<file path="src/rtl/pipe_hazard_ctrl.sv">
// ----------------------------------------------------------------------------
// pipe_hazard_ctrl
//
// Central stall/flush sequencer for the five-stage pipeline. Resolves, in
// fixed priority order:
//   1. a memory-stage exception redirect (flush IF/ID, ID/EXE, EXE/MEM),
//   2. a multi-cycle DIV/DIVU occupying EXE (stall front end, hold ID/EXE,
//      bubble into MEM),
//   3. a load-use hazard between EXE and ID (stall front end, bubble into EXE).
//
// Optional feature macro: HAZARD_PERF_CNT_EN
//   defined     -> three wrapping performance counters are implemented
//   not defined -> counter registers are absent and the outputs read 0
//
// Parameters
//   DIV_CYCLES  total cycles a divide occupies EXE (2..255)
//   CNT_W       performance counter width
//
// Ports
//   clk, rst                 rising-edge clock, synchronous active-low reset
//   ID_rs, ID_rt             source registers of the instruction in ID
//   EXE_ReadMem, EXE_Dst     load flag / destination of the instruction in EXE
//   EXE_DivReq               DIV/DIVU in EXE (level)
//   MEM_ExceptType_new       exception vector of the instruction in MEM
//   IF_PCWr, IF_IDWr         PC / IF-ID write enables
//   IFID_Flush, IDEXE_Flush, EXEMEM_Flush   per-stage clears
//   EXE_Hold                 ID/EXE keeps its contents
//   Exc_Redirect             PC mux selects the exception vector
//   Div_Busy, Div_Done       divide sequencer status
//   Perf_*Cnt                performance counters
//   dbg_state                current sequencer state (0 = RUN, 1 = DIV_BUSY)
//
// Handshake: there is no valid/ready pair here; every control output is a
// level that applies to the pipeline registers at the next rising edge.
// ----------------------------------------------------------------------------
module pipe_hazard_ctrl #(
  parameter int DIV_CYCLES = 32,
  parameter int CNT_W      = 32
) (
  input  logic             clk,
  input  logic             rst,
  input  logic [4:0]       ID_rs,
  input  logic [4:0]       ID_rt,
  input  logic             EXE_ReadMem,
  input  logic [4:0]       EXE_Dst,
  input  logic             EXE_DivReq,
  input  logic [8:0]       MEM_ExceptType_new,
  output logic             IF_PCWr,
  output logic             IF_IDWr,
  output logic             IFID_Flush,
  output logic             IDEXE_Flush,
  output logic             EXEMEM_Flush,
  output logic             EXE_Hold,
  output logic             Exc_Redirect,
  output logic             Div_Busy,
  output logic             Div_Done,
  output logic [CNT_W-1:0] Perf_LoadUseCnt,
  output logic [CNT_W-1:0] Perf_DivCnt,
  output logic [CNT_W-1:0] Perf_ExcCnt,
  output logic             dbg_state
);

  typedef enum logic {
    RUN      = 1'b0,
    DIV_BUSY = 1'b1
  } state_t;

  // The first stall cycle happens in RUN, so DIV_BUSY only needs to count
  // the remaining DIV_CYCLES-2 stall cycles before the done cycle.
  localparam logic [7:0] DIV_LOAD = 8'(DIV_CYCLES - 2);

  state_t     state, next_state;
  logic [7:0] cnt, next_cnt;

  // Decoded events for this cycle (only meaningful while rst=1).
  logic exc_take;
  logic div_stall;
  logic div_done;
  logic lu_stall;
  logic lu_hit;

  assign lu_hit = EXE_ReadMem && (EXE_Dst != 5'd0) &&
                  ((EXE_Dst == ID_rs) || (EXE_Dst == ID_rt));

  always_ff @(posedge clk) begin
    if (!rst) begin
      state <= RUN;
      cnt   <= 8'd0;
    end else begin
      state <= next_state;
      cnt   <= next_cnt;
    end
  end

  always_comb begin
    next_state = state;
    next_cnt   = cnt;
    exc_take   = 1'b0;
    div_stall  = 1'b0;
    div_done   = 1'b0;
    lu_stall   = 1'b0;

    if (|MEM_ExceptType_new) begin
      // Abandons any in-flight divide.
      exc_take   = 1'b1;
      next_state = RUN;
      next_cnt   = 8'd0;
    end else begin
      case (state)
        RUN: begin
          if (EXE_DivReq) begin
            div_stall  = 1'b1;
            next_state = DIV_BUSY;
            next_cnt   = DIV_LOAD;
          end else if (lu_hit) begin
            lu_stall = 1'b1;
          end
        end
        DIV_BUSY: begin
          // EXE_DivReq is ignored here; the divide in EXE is already counted.
          if (cnt != 8'd0) begin
            div_stall = 1'b1;
            next_cnt  = cnt - 8'd1;
          end else begin
            div_done   = 1'b1;
            next_state = RUN;
          end
        end
        default: begin
          next_state = RUN;
          next_cnt   = 8'd0;
        end
      endcase
    end
  end

  // While rst=0 the pipeline is frozen and all stage registers are cleared.
  assign IF_PCWr      = rst & ~div_stall & ~lu_stall;
  assign IF_IDWr      = rst & ~div_stall & ~lu_stall;
  assign IFID_Flush   = ~rst | exc_take;
  assign IDEXE_Flush  = ~rst | exc_take | lu_stall;
  assign EXEMEM_Flush = ~rst | exc_take | div_stall;
  assign EXE_Hold     = rst & div_stall;
  assign Exc_Redirect = rst & exc_take;
  assign Div_Busy     = rst & (state == DIV_BUSY);
  assign Div_Done     = rst & div_done;
  assign dbg_state    = state;

`ifdef HAZARD_PERF_CNT_EN
  always_ff @(posedge clk) begin
    if (!rst) begin
      Perf_LoadUseCnt <= '0;
      Perf_DivCnt     <= '0;
      Perf_ExcCnt     <= '0;
    end else begin
      if (lu_stall)  Perf_LoadUseCnt <= Perf_LoadUseCnt + 1'b1;
      if (div_stall) Perf_DivCnt     <= Perf_DivCnt + 1'b1;
      if (exc_take)  Perf_ExcCnt     <= Perf_ExcCnt + 1'b1;
    end
  end
`else
  assign Perf_LoadUseCnt = '0;
  assign Perf_DivCnt     = '0;
  assign Perf_ExcCnt     = '0;
`endif

endmodule

</file>
<file path="config.mk">
export PLATFORM = sky130hd
export DESIGN_NAME = pipe_hazard_ctrl
export DESIGN_NICKNAME = d
export VERILOG_FILES = /design/src/rtl/pipe_hazard_ctrl.sv
export SDC_FILE = /design/constraint.sdc
export NUM_CORES = 1
export LEC_CHECK = 0
export ABC_CLOCK_PERIOD_IN_PS = 2800
export CAP_MARGIN = 0
export CELL_PAD_IN_SITES_DETAIL_PLACEMENT = 1
export CELL_PAD_IN_SITES_GLOBAL_PLACEMENT = 1
export CORE_ASPECT_RATIO = 1.25
export CORE_MARGIN = 2
export CORE_UTILIZATION = 19
export DETAILED_ROUTE_END_ITERATION = 6
export PLACE_DENSITY = 0.89
export SLEW_MARGIN = 20
export SYNTH_ARGS = -nofsm -noshare
export SYNTH_HDL_FRONTEND = slang
export SYNTH_SLANG_ARGS = --single-unit
</file>
<file path="constraint.sdc">
create_clock -name clk -period 2.8 [get_ports clk]
set_clock_uncertainty 0.2 [all_clocks]
set_input_delay 0.28 -clock clk [delete_from_list [all_inputs] [get_ports clk]]
set_output_delay 0.28 -clock clk [all_outputs]
set_load 0.02 [all_outputs]
</file>
==> impl_results.md <==
- Crit path time final: 2.73 ns
- H-tree depth: 1
- Critical path, cell by cell: clkdlybuf4s50_1 > or4_1 > or4_4 > nor2_2 > a21o_1 > clkdlybuf4s15_2
- Final setup violating endpoints: 0
- DR WL/cell: 10.5 µm
- Layout cells sized above 1: 13.5%
- Most common cell after layout, fill and taps aside: conb_1
- Multi-input gate area: 866 µm²
- Largest net degree at the start of global routing: 9
- Clk root buf: clkbuf_8
- Synth area leader: buf_4
- Netlist Area Pre-Place: 1410 µm²
- HP Start: cnt[0]$_SDFFE_PP0P_
- Fin crit share: 97.4%
- Clock power frac: 32.0%
- Layout area overhead: 18.3%
- Share of the synthesized area in the top cell type: 51.6%
- Setup Total Neg Slack: 0 ns
- Clk_lat worst skew: 0.24 ns
- Initial core utilization: 19.4%
- First-pass GRT wire length: 4990 µm
- Status: finished clean
- CP max stage cell: or4_1
- Worst vdd ir: 0.106 mV
- Avg Cell Area, Syn: 7.66 µm²
- CTS Buf Count: 3
- Diode count: 0
- CTS tree: yes
- CTS Buffer Depth: 2
- R2R Path Start: cnt[5]$_SDFFE_PP0P_
- 1st-pass router iterations: 4
- Die ar.: 8130 µm²
- Sequential fraction of the synthesis area: 12.8%
- Maximum clock rate: 367 MHz
- Row count: 35
- Hold Crit Class: register to register
- Core area: 7270 µm²
- Count of hold-fix buffers inserted at cts: 0
- Clock-pin slew on the worst setup and hold paths: 0.05 ns
- Seq cells post-synth: 9
- Hold Fails Final Rpt: 0
- Die Ht: 100 µm
- Antenna Nets Post-Route: 0
- Post-Syn Instances: 184
- GRT Residual Overflow: 0
- Critical Path Start: MEM_ExceptType_new[2]
- Synth area leaders: buf_4 52%, dfxtp_1 13%, xnor2_1 6.2%, or4_1 4.3%, nand3_1 2.5%
- Vias in the first global route: 1,033
- Clock sinks: 9
- Wirelength, routed: 3440 µm
- Setup CP Type: input pin to output port
- Via count: 1,157
- Commonest non-fill, non-tap cells in the layout: 96 x conb_1, 29 x clkdlybuf4s50_1, 14 x buf_4, 10 x xnor2_1, 9 x dfxtp_1
- Vias per cell: 3.52
- Post-CTS setup buffers: 0
- Switching share of power: 42.0%
- Combinational power share: 42.1%
- Max incr delay on CP: 0.58 ns
- Power, Total: 495 µW
- Initial antenna violation count: 0
- Switching power of the nets: 208 µW
- CP required: 2.32 ns
- Fin. max-slew vios: 0
- # DRC: 0
- Distinct cells, synth: 28
- I/O pin cnt: 134
- Arrival @ worst endpoint: 2.25 ns
- DP HPWL: 3040 µm
- Pwr Density: 297 nW/µm²
- RSZ-0062 raised after global routing: no
- FF/Latch Area: 180 µm²
- Fill cells: 931
- Final GP Congestion: 0.741
- CP Launch Type: input pin
- Maxcap violations: 0
- Internal power: 287 µW
- All-Layer GR Usage: 8.18%
- Leakage dissipation: 0.790 nW
- Part of the power in registers: 26.0%
- DR iter-0 viols: 16
- Nets: 268
- Critical path peak fanout: 3
- Crit path capture type: output port
- Die width: 81.1 µm
- IO buf count: 37
- Synth warn: 0
==> layout make-up <==
class	count	area share, %
Clock buffer	4	2.70
Inverter	2	0.450
Multi-Input combinational cell	171	51.9
Sequential cell	9	10.8
Tap cell	92	6.90
Timing Repair Buffer	51	27.2
==> cell families after synthesis <==
| group | Yosys count | synth area share (%) |
|---|---|---|
| AND/OR/NAND/NOR | 45 | 18.2 |
| flip-flops | 9 | 12.8 |
| AO/OA/AOI/OAI | 18 | 8.61 |
| buffers and inverters | 99 | 52.2 |
| XOR/XNOR | 10 | 6.21 |
| other | 1 | 0.266 |
| adder cells (fa/ha/maj) | 2 | 1.77 |
==> path summary, 6_finish.rpt <==
path                              end  slack (ns)  cells after the start
hold reg to reg   cnt[0]$_SDFFE_PP0P_        0.29                      2
setup / recovery          IDEXE_Flush        0.07                      6
hold / removal    cnt[0]$_SDFFE_PP0P_        0.29                      2
setup reg to reg  cnt[1]$_SDFFE_PP0P_        0.70                      5
==> flip-flops by register name, indices dropped and copies added (netlist names) <==
| register | flops |
|---|---|
| dbg_state | 1 |
| cnt | 8 |
==> worst max-delay path: cells and delay by family <==
| family | cells | cell delay, ns |
|---|---|---|
| buffers and inverters | 2 | 0.65 |
| AOI/OAI and AO/OA | 1 | 0.12 |
| and+or+nand+nor | 3 | 1.19 |
==> through the flow <==
stage | hold slack [ns] | utilization [%] | std cells | instance area, µm² | worst slack (ns)
2_1_floorplan | 0.245 | - | 279 | 1770 | 0.315
3_3_place_gp | 0.260 | 22.4 | 325 | 1630 | -0.347
3_5_place_dp | 0.284 | 22.4 | 325 | 1630 | -0.405
4_1_cts | 0.290 | 23.0 | 329 | 1670 | -0.112
5_1_grt | 0.310 | 22.9 | 329 | 1670 | 0.00560
6_report | 0.285 | 22.9 | 329 | 1670 | 0.0727
==> cell usage after synthesis (all sizes together) <==
cell type and n:
a211oi 1, a21o 1, a21oi 5, a31oi 3
and2 2, and3 1, buf 97, conb 1
dfxtp 9, ha 2, inv 2, nand2 8
nand2b 2, nand3 7, nor2 6, nor3 1
nor4 2, o211ai 1, o21ai 4, o22ai 1
o31ai 1, o41ai 1, or2 2, or3 5
or4 9, xnor2 10
==> power by group through the flow <==
stage                     logic, mW  registers (mW)  clock network [mW]
after floorplan               0.246           0.131                   0
after global placement        0.203           0.131                   0
after detailed placement      0.207           0.131                   0
after CTS                     0.206           0.129               0.162
after global routing          0.226           0.128               0.170
final                         0.208           0.129               0.158
==> repair_timing <==
item / in CTS / in global routing
endpoints found under the setup margin: 8 / 6
pin swaps: 0 / 1
resized for setup: 13 / 11
==> layer usage <==
metal | GRT usage (%) | up-vias | share of wire, %
li1 | - | 530 | -
met1 | 7.55 | 530 | 31
met2 | 17.0 | 92 | 57
met3 | 1.35 | 5 | 11
met4 | 3.13 | 0 | 1.6
met5 | 0 | - | 0
No activity file was read; power rests on OpenSTA's default activity.
